<file path="src/rtl/muldiv_seq.sv">
// Purpose: iterative RV32M multiply/divide sequencer (shift-add multiply, restoring divide); early-out build macro: MULDIV_EARLY_OUT_EN.
// Latency: start_i in cycle 0 -> done_o in cycle 33; div-by-zero/overflow take 1 cycle when MULDIV_EARLY_OUT_EN is defined.
// Backpressure: none; busy_o stalls the issuer, start_i is sampled only in IDLE, nothing is queued.
module muldiv_seq #(
  parameter int XLEN = 32
) (
  input  logic            clk_i,
  input  logic            rst_i,
  input  logic            start_i,
  input  logic            kill_i,
  input  logic [2:0]      funct3_i,
  input  logic [XLEN-1:0] rs1_i,
  input  logic [XLEN-1:0] rs2_i,
  output logic            busy_o,
  output logic            done_o,
  output logic [XLEN-1:0] result_o
);

  typedef enum logic [1:0] {IDLE, CALC, DONE} state_t;

  localparam logic [XLEN-1:0] INT_MIN = {1'b1, {(XLEN-1){1'b0}}};

  state_t          state, state_nxt;
  logic [2:0]      op;
  logic [5:0]      cnt;
  logic [XLEN-1:0] hi, lo, opb;
  logic            neg, special;
  logic [XLEN-1:0] special_val;

  logic            is_div_in, a_sgn_in, b_sgn_in, a_neg_in, b_neg_in;
  logic            neg_in, div0_in, ovf_in, special_in;
  logic [XLEN-1:0] a_mag_in, b_mag_in, special_val_in;

  logic            accept, last_step;

  logic [XLEN:0]     sum, shifted;
  logic              ge;
  logic [XLEN-1:0]   diff, hi_nxt, lo_nxt, div_sel, div_res, calc_res;
  logic [2*XLEN-1:0] prod;

  // Issue-time decode: operand signedness, magnitudes, result sign and RISC-V special cases.
  always_comb begin
    is_div_in = funct3_i[2];
    // MULH and MULHSU take rs1 as signed; MUL low half is sign-agnostic so it runs unsigned.
    a_sgn_in  = is_div_in ? ~funct3_i[0] : (funct3_i[1] ^ funct3_i[0]);
    b_sgn_in  = is_div_in ? ~funct3_i[0] : (funct3_i[1:0] == 2'b01);
    a_neg_in  = a_sgn_in & rs1_i[XLEN-1];
    b_neg_in  = b_sgn_in & rs2_i[XLEN-1];
    a_mag_in  = a_neg_in ? -rs1_i : rs1_i;
    b_mag_in  = b_neg_in ? -rs2_i : rs2_i;
    // Remainder follows the dividend sign; quotient and product follow the sign xor.
    neg_in    = (is_div_in & funct3_i[1]) ? a_neg_in : (a_neg_in ^ b_neg_in);
    div0_in   = is_div_in & (rs2_i == '0);
    ovf_in    = is_div_in & ~funct3_i[0] & (rs1_i == INT_MIN) & (rs2_i == '1);
    special_in = div0_in | ovf_in;
    special_val_in = '0;
    if (div0_in) begin
      special_val_in = funct3_i[1] ? rs1_i : '1;
    end else if (ovf_in) begin
      special_val_in = funct3_i[1] ? '0 : INT_MIN;
    end
  end

  // One iteration step plus the sign-corrected result that would land if this is the last step.
  always_comb begin
    sum     = {1'b0, hi} + (lo[0] ? {1'b0, opb} : '0);
    shifted = {hi, lo[XLEN-1]};
    ge      = (shifted >= {1'b0, opb});
    // Only the low word of the difference survives: when ge holds it is below the divisor.
    diff    = shifted[XLEN-1:0] - opb;
    if (op[2]) begin
      hi_nxt = ge ? diff : shifted[XLEN-1:0];
      lo_nxt = {lo[XLEN-2:0], ge};
    end else begin
      hi_nxt = sum[XLEN:1];
      lo_nxt = {sum[0], lo[XLEN-1:1]};
    end
    prod     = neg ? -{hi_nxt, lo_nxt} : {hi_nxt, lo_nxt};
    div_sel  = op[1] ? hi_nxt : lo_nxt;
    div_res  = neg ? -div_sel : div_sel;
    calc_res = op[2] ? div_res
             : ((op[1:0] == 2'b00) ? prod[XLEN-1:0] : prod[2*XLEN-1:XLEN]);
  end

  // State register.
  always_ff @(posedge clk_i or posedge rst_i) begin
    if (rst_i) begin
      state <= IDLE;
    end else begin
      state <= state_nxt;
    end
  end

  // Next-state logic and state-decoded outputs.
  always_comb begin
    state_nxt = state;
    accept    = 1'b0;
    last_step = 1'b0;
    busy_o    = (state != IDLE);
    done_o    = (state == DONE);
    case (state)
      IDLE: begin
        if (start_i && !kill_i) begin
          accept = 1'b1;
`ifdef MULDIV_EARLY_OUT_EN
          state_nxt = special_in ? DONE : CALC;
`else
          state_nxt = CALC;
`endif
        end
      end
      CALC: begin
        if (kill_i) begin
          state_nxt = IDLE;
        end else if (cnt == 6'(XLEN-1)) begin
          last_step = 1'b1;
          state_nxt = DONE;
        end
      end
      DONE:    state_nxt = IDLE;
      default: state_nxt = IDLE;
    endcase
  end

  // Datapath: latch operands on accept, iterate in CALC, write the result on entry to DONE.
  always_ff @(posedge clk_i or posedge rst_i) begin
    if (rst_i) begin
      op          <= '0;
      cnt         <= '0;
      hi          <= '0;
      lo          <= '0;
      opb         <= '0;
      neg         <= 1'b0;
      special     <= 1'b0;
      special_val <= '0;
      result_o    <= '0;
    end else if (accept) begin
      op          <= funct3_i;
      cnt         <= '0;
      hi          <= '0;
      // Divide shifts the dividend out of lo; multiply shifts the multiplier out of lo.
      lo          <= funct3_i[2] ? a_mag_in : b_mag_in;
      opb         <= funct3_i[2] ? b_mag_in : a_mag_in;
      neg         <= neg_in;
      special     <= special_in;
      special_val <= special_val_in;
`ifdef MULDIV_EARLY_OUT_EN
      if (special_in) begin
        result_o <= special_val_in;
      end
`endif
    end else if (state == CALC) begin
      hi  <= hi_nxt;
      lo  <= lo_nxt;
      cnt <= cnt + 6'd1;
      if (last_step) begin
        result_o <= special ? special_val : calc_res;
      end
    end
  end

endmodule
</file>
<file path="config.mk">
export PLATFORM = sky130hd
export DESIGN_NAME = muldiv_seq
export DESIGN_NICKNAME = d
export VERILOG_FILES = /design/src/rtl/muldiv_seq.sv
export SDC_FILE = /design/constraint.sdc
export NUM_CORES = 1
export LEC_CHECK = 0
export CORE_MARGIN = 4
export CORE_UTILIZATION = 60
export CTS_BUF_LIST = sky130_fd_sc_hd__clkbuf_4
export CTS_CLUSTER_DIAMETER = 150
export DETAILED_ROUTE_END_ITERATION = 10
export PLACE_DENSITY = 0.85
export SLEW_MARGIN = 20
export SYNTH_ARGS = -nofsm -noshare
export SYNTH_HDL_FRONTEND = slang
export SYNTH_SLANG_ARGS = --single-unit
</file>
<file path="constraint.sdc">
create_clock -name clk_i -period 16.2 [get_ports clk_i]
set_input_delay 2.43 -clock clk_i [delete_from_list [all_inputs] [get_ports clk_i]]
set_output_delay 2.43 -clock clk_i [all_outputs]
set_load 0.03 [all_outputs]
</file>
==> results.json, run 1 <==
{
  "clockBufferDepth": 2,
  "setup_viol_count_final": 0,
  "drive_above_1_share_pct": 5.78,
  "design.core.area_um2": 30800,
  "synthCells": 2570,
  "post_cts_hold_buffer_count": 0,
  "dominantRegCellSynth": "sky130_fd_sc_hd__dfrtp_1",
  "criticalPathCategory": "reg -> reg",
  "io_buffers": 104,
  "timing_hold_violations_final": 0,
  "cts_setup_buffers": 0,
  "numCtsBuffers": 17,
  "grt_antenna_before_repair": 4,
  "finalClockSkew_ns": 0.0395,
  "hold-worst-slack_ns": 0.500,
  "detail-route-antenna-nets": 0,
  "number_of_unique_standard_cell_types_used_by_synthesis": 103,
  "top_usage_layer": "met2",
  "ys_warns": 0,
  "drc": 0,
  "status": "finished clean",
  "chip_width_um": 185,
  "worst_path_cell_chain": "inv_1 -> ha_1 -> a21oi_1 -> o21ai_0 -> a221o_1 -> o21ai_2 -> buf_4 -> a31o_1 -> ha_1 -> and2_1 -> nand4_1 -> or2_2 -> or3_1 -> nor3_1 -> o21ai_0 -> a221oi_1 -> o31ai_1",
  "actual_transition_at_the_worst_max_transition_pin_ns": 1.30,
  "detailedPlacementHpwl_mm": 61.7,
  "grt_pass1_vias": 19969,
  "drt_pre_antenna_iters": 6,
  "cts_num_sinks": 173,
  "cts_tree": "built",
  "via_per_inst": 7.38,
  "synth-async-reset-ratio_pct": 100,
  "die_height_um": 185,
  "groute.layer.met3.usage_pct": 13.4,
  "grt_max_degree": 117,
  "syn2layout_area_growth_pct": 7.18,
  "timing.final.max_slew_violations": 0,
  "routed-via-count": 21845,
  "worstPathBufferInverterCount": 2,
  "final_min_period_over_clock_period_pct": 39.9,
  "synth_area_leader_cell": "sky130_fd_sc_hd__dfrtp_1",
  "hold_path_class": "reg -> reg",
  "worstPathArrival_ns": 7.01,
  "worstPathMaxFanout": 21,
  "maxSlewHeadroom_pct": 12.6,
  "synth-seq-cells": 173,
  "power_per_cell_area_nw_per_um2": 177,
  "gr-usage-met2_pct": 68.6,
  "initial_utilization_pct": 61.2,
  "n_fill_cell": 2724,
  "gr-total-overflow": 0,
  "fin_setup_tns_ns": 0,
  "root_buffer_cell": "sky130_fd_sc_hd__clkbuf_4",
  "num_rows": 64,
  "period_needed_ns": 6.46,
  "dieArea_um2": 34300,
  "htree_levels": 4,
  "nNetsFinal": 2693,
  "cts-resized-gates": 0,
  "synth_top_cells_by_area": "sky130_fd_sc_hd__dfrtp_1, sky130_fd_sc_hd__nand2_1, sky130_fd_sc_hd__o21ai_0",
  "synth-seq-area-share_pct": 23.0,
  "wire_length_of_the_first_global_routing_pass_mm": 122,
  "power_w": 0.00358,
  "max_freq_mhz": 155,
  "number_of_enable_flip_flop_cells_after_synthesis": 0,
  "area_of_the_mapped_netlist_um2": 18900,
  "cp_slowest_stage_delay_ns": 0.59,
  "power.static_leakage_nw": 8.00,
  "detail_route.iter0.violations": 4045,
  "synth.most_common_cell": "sky130_fd_sc_hd__nand2_1",
  "vdd.ir_drop.worst_v": 0.000111,
  "synth_nets": 2714,
  "yosys.area.top_type_share_pct": 23.0,
  "gpl.final_weighted_congestion": 1.11,
  "grt_setup_unrepaired": "no",
  "max_cap_viol_count": 0,
  "synthesis.area_per_instance_um2": 7.34,
  "route.final.wire_length_mm": 81.7,
  "worst_skew_pair.late_latency_ns": 0.66,
  "groute.usage.overall_pct": 46.6,
  "crit_slowest_cell": "sky130_fd_sc_hd__or3_1",
  "routed_wire_length_per_instance_um": 27.6,
  "critical_path_startpoint_category": "flop",
  "globalRouteMet1Util_pct": 60.6,
  "crit_required_ns": 16.75,
  "io-pin-count": 105,
  "crit_family": "compound AO/OA/AOI/OAI gates",
  "synth_commonest_cells": "sky130_fd_sc_hd__nand2_1, sky130_fd_sc_hd__o21ai_0, sky130_fd_sc_hd__nor2_1",
  "path_clk_slew_ns": 0.16,
  "setup.worst_path.end_class": "flop"
}
[cell usage in the layout, fill, tap and decap left out, types with 23 or more instances in the layout]
cell type                         Yosys  routed
sky130_fd_sc_hd__nand2_1            321     321
sky130_fd_sc_hd__o21ai_0            240     240
sky130_fd_sc_hd__nor2_1             226     225
sky130_fd_sc_hd__a21oi_1            195     195
sky130_fd_sc_hd__dfrtp_1            173     171
sky130_fd_sc_hd__clkdlybuf4s50_1      0     103
sky130_fd_sc_hd__nand3_1             88      88
sky130_fd_sc_hd__xnor2_1             77      77
sky130_fd_sc_hd__o31ai_1             74      74
sky130_fd_sc_hd__ha_1                71      71
sky130_fd_sc_hd__nor3_1              68      68
sky130_fd_sc_hd__inv_1               68      67
sky130_fd_sc_hd__xor2_1              67      67
sky130_fd_sc_hd__o211ai_1            66      66
sky130_fd_sc_hd__mux2i_1             58      58
sky130_fd_sc_hd__and2_1              46      46
sky130_fd_sc_hd__nand4_1             42      42
sky130_fd_sc_hd__buf_4                9      33
sky130_fd_sc_hd__a21o_1              32      32
sky130_fd_sc_hd__or3_1               31      31
sky130_fd_sc_hd__a211oi_1            28      28
sky130_fd_sc_hd__a31oi_1             25      25
sky130_fd_sc_hd__nor4_1              23      23
[power breakdown]
group	switching [W]	total [W]	internal, W
Combinational	0.00180	0.00265	0.000852
Sequential	0.000145	0.000665	0.000520
Clock	0.000178	0.000261	0.0000830
Total	0.00212	0.00358	0.00146
[worst reg2reg max path, delay by kind of cell, from the launching register on]
kind	cells	cell delay, ns
AOI/OAI and AO/OA	8	2.46
adders and majority gates	2	0.71
buffers and inverters	2	0.45
and+or+nand+nor	5	2.26
DFF	1	0.49
[stage by stage]
stage	worst slack, ns	utilization [%]	cell area, um2	std cells
global route	9.66	65.6	20200	2961
floorplan	9.08	-	18900	2570
detailed placement	9.78	64.6	19900	2925
global placement	9.82	64.6	19900	2925
finish	9.74	65.6	20200	2961
CTS	10.09	65.5	20200	2957
[registers in the layout, indices dropped and copies added (netlist names)]
register,cells
hi,32
special,1
result_o,32
special_val,32
cnt,6
neg,1
lo,32
state,2
opb,32
op,3
[layer usage]
| metal | wire (um) | up-vias |
|---|---|---|
| met1 | 29600 | 10237 |
| met3 | 11500 | 410 |
| met2 | 34100 | 1729 |
| met5 | 16 | - |
| met4 | 6570 | 2 |
| li1 | - | 9467 |
[layout make-up]
type | count | area, um2 | area share (%)
inverter | 70 | 268 | 1.32
tap | 396 | 495 | 2.45
multi-input combinational | 2150 | 13500 | 67.0
timing repair buffer | 137 | 1310 | 6.46
clock buffer | 20 | 150 | 0.743
clock inverter | 12 | 110 | 0.545
antenna | 3 | 7.51 | 0.0371
sequential | 173 | 4330 | 21.4
[worst paths after layout]
kind / from / end / slack [ns] / cells after the start
hold reg to reg: special_val[27] / special_val[27] / 0.50 / 2
setup reg to reg: opb[16] / result_o[16] / 9.74 / 17
setup / recovery: opb[16] / result_o[16] / 9.74 / 17
max in group asynchronous: rst_i / hi[25] / 12.44 / 4
hold / removal: special_val[27] / special_val[27] / 0.50 / 2
min in group asynchronous: rst_i / opb[8] / 2.13 / 2
[logic make-up after synthesis]
group | count (synthesis) | synth area share, %
compound gates | 873 | 30.6
xor+xnor | 144 | 6.69
fa+ha+maj | 73 | 4.92
flops | 173 | 23.0
buf+inv | 247 | 5.39
simple gates | 982 | 25.2
mux | 78 | 4.27
Note: power is estimated with default switching activity, not from simulation.
==> run 2: changes to the inputs <==
Settings changed: CORE_UTILIZATION 60 to 57.
Clock period 16.2 ns to 5.5 ns, I/O delays scaled along.
==> run 2 against run 1 <==
  * Via count grew 2.7%
  * First-iteration DRC count shrank 1.4%
  * Cell area grew 2.7%
  * Clock-buffer cell count shrank 3
  * Critical path depth shrank 5
  * Non-clock buffer count grew 58
  * Final cell count grew 3.5%
  * Clock skew grew 0.0019 ns
  * Sequential share of layout area shrank 0.56 points
  * Largest cell class unchanged
  * Highest routed layer unchanged
==> results.json, run 2 (same netlist as run 1, synthesis figures left out) <==
{
  "status": "finished clean",
  "clockBufferDepth": 2,
  "nNetsFinal": 2751,
  "syn2layout_area_growth_pct": 10.1,
  "grt_setup_unrepaired": "no",
  "die_height_um": 190,
  "timing.reg2reg.setup_slack_ns": 0.16,
  "cp_slowest_stage_delay_ns": 0.73,
  "period_needed_ns": 5.34,
  "final_min_period_over_clock_period_pct": 97.1,
  "criticalPathCategory": "reg -> reg",
  "actual_transition_at_the_worst_max_transition_pin_ns": 1.13,
  "critPathLaunch": "op[2]",
  "num_rows": 66,
  "grt_max_degree": 174,
  "place.detailed.instances": 3030,
  "worstSetupEndpoint": "result_o[23]",
  "drt_pre_antenna_iters": 7,
  "power.static_leakage_nw": 8.29,
  "io_buffers": 104,
  "grt_pass1_vias": 20389,
  "layout_common_cells": "sky130_fd_sc_hd__nand2_1, sky130_fd_sc_hd__o21ai_0, sky130_fd_sc_hd__nor2_1",
  "vdd.ir_drop.worst_v": 0.000359,
  "worst_path_cell_chain": "clkinv_1 -> or3_1 -> a2111oi_2 -> nand2_1 -> nor3_1 -> nand3b_1 -> buf_4 -> or3_1 -> or4_4 -> nor4_2 -> mux2_1 -> o221ai_1",
  "root_buffer_cell": "sky130_fd_sc_hd__clkbuf_4",
  "gpl.final_weighted_congestion": 1.11,
  "timing.final.max_slew_violations": 0,
  "crit_slowest_cell": "sky130_fd_sc_hd__dfrtp_4",
  "fin_setup_tns_ns": 0,
  "detailedPlacementHpwl_mm": 67.3,
  "dieArea_um2": 36100,
  "crit_required_ns": 6.10,
  "design.core.area_um2": 32600,
  "worstPathMaxFanout": 23,
  "most_common_cell_after_layout_fill_and_taps_aside": "sky130_fd_sc_hd__nand2_1",
  "critical_path.reg2reg.startpoint": "op[2]",
  "maxSlewHeadroom_pct": 24.6,
  "cts_num_sinks": 173,
  "power_w": 0.0113,
  "worstPathArrival_ns": 5.94,
  "worst_skew_pair.late_latency_ns": 0.68,
  "via_per_inst": 7.32,
  "wire_length_of_the_first_global_routing_pass_mm": 128,
  "cts_tree": "built",
  "groute.usage.overall_pct": 46.7,
  "initial_utilization_pct": 57.8,
  "htree_levels": 4,
  "timing_hold_violations_final": 0,
  "timing.critical_path.mode_cell": "sky130_fd_sc_hd__or3_1",
  "io-pin-count": 105,
  "route.final.wire_length_mm": 86.9,
  "grt_antenna_before_repair": 7,
  "path_clk_slew_ns": 0.19,
  "worst_r2r_path_depth": 12,
  "crit-reg2reg-capture": "result_o[23]",
  "gr-total-overflow": 0,
  "numCtsBuffers": 17,
  "drc": 0,
  "setup_viol_count_final": 0,
  "hold_path_class": "reg -> reg",
  "critical_path_startpoint_category": "flop",
  "detail-route-antenna-nets": 0,
  "drive_above_1_share_pct": 8.02,
  "final_cells": 3064,
  "power_per_cell_area_nw_per_um2": 547,
  "max_freq_mhz": 187,
  "setup.worst_path.end_class": "flop",
  "max_cap_viol_count": 0,
  "routed-via-count": 22443,
  "post_cts_hold_buffer_count": 0,
  "routed_wire_length_per_instance_um": 28.4,
  "detail_route.iter0.violations": 3990,
  "chip_width_um": 190,
  "finalClockSkew_ns": 0.0414
}
[run 2: changes by cell type in the layout (fill, tap and decap cells not counted), moves of 2 or more]
cell / change
sky130_fd_sc_hd__o311ai_0: -2
sky130_fd_sc_hd__buf_12: +2
sky130_fd_sc_hd__clkinv_4: +2
sky130_fd_sc_hd__clkbuf_4: -3
sky130_fd_sc_hd__inv_6: -3
sky130_fd_sc_hd__clkinv_2: -2
sky130_fd_sc_hd__clkinv_1: -2
sky130_fd_sc_hd__o311ai_1: +2
sky130_fd_sc_hd__clkinvlp_4: +2
sky130_fd_sc_hd__inv_8: +5
sky130_fd_sc_hd__buf_4: +57
[run 2: metrics by stage]
| step | cell area, um2 | hold WS [ns] | util, % | setup WS, ns |
|---|---|---|---|---|
| 2_1_floorplan | 18900 | 0.441 | - | 0.956 |
| 3_3_place_gp | 20400 | 0.455 | 62.7 | 0.369 |
| 3_5_place_dp | 20400 | 0.464 | 62.7 | 0.253 |
| 4_1_cts | 20700 | 0.498 | 63.6 | 0.226 |
| 5_1_grt | 20800 | 0.514 | 63.6 | 0.0605 |
| 6_report | 20800 | 0.501 | 63.6 | 0.160 |
[run 2: repair_timing]
action / in CTS / in global routing
resized for setup: 0 / 4
setup buffers: 0 / 0
setup endpoints to repair: 0 / 5
[run 2: area by class of cell]
cell class              instances  area, um2
multi-input cells            2150      13600
fillers                      2986      11900
flip-flops and latches        173       4330
repair buffers                195       1750
well taps                     442        553
inverters                      70        267
clock inverters                15        173
clock buffers                  17        128
diodes                          2       5.00
[run 2: critical path, delay by kind of cell (launching register included)]
family	cells	cell delay [ns]
compound gates	2	0.73
buf+inv	2	0.67
flops	1	0.73
mux	1	0.37
simple gates	7	2.73
[run 2: how the worst min path moves through the flow]
| stage | from | end | cells after the start |
|---|---|---|---|
| 2_1_floorplan | special_val[16] | special_val[16] | 2 |
| 3_3_place_gp | special_val[16] | special_val[16] | 2 |
| 3_5_place_dp | special_val[26] | special_val[26] | 2 |
| 4_1_cts | cnt[5] | cnt[5] | 1 |
| 5_1_grt | special_val[26] | special_val[26] | 2 |
| 6_report | special_val[9] | special_val[9] | 2 |
[run 2: power breakdown]
| group | internal [W] | switching, W | leakage, nW |
|---|---|---|---|
| Sequential | 0.00153 | 0.000412 | 2.21 |
| Combinational | 0.00280 | 0.00576 | 5.91 |
| Clock | 0.000251 | 0.000592 | 0.157 |
[run 2: metal layers]
layer	GRT usage (%)	up-vias	wire, um
met3	13.9	435	13000
li1	-	9610	-
met2	66.5	1940	34800
met5	0	-	45
met4	28.9	6	7130
met1	62.0	10452	32000
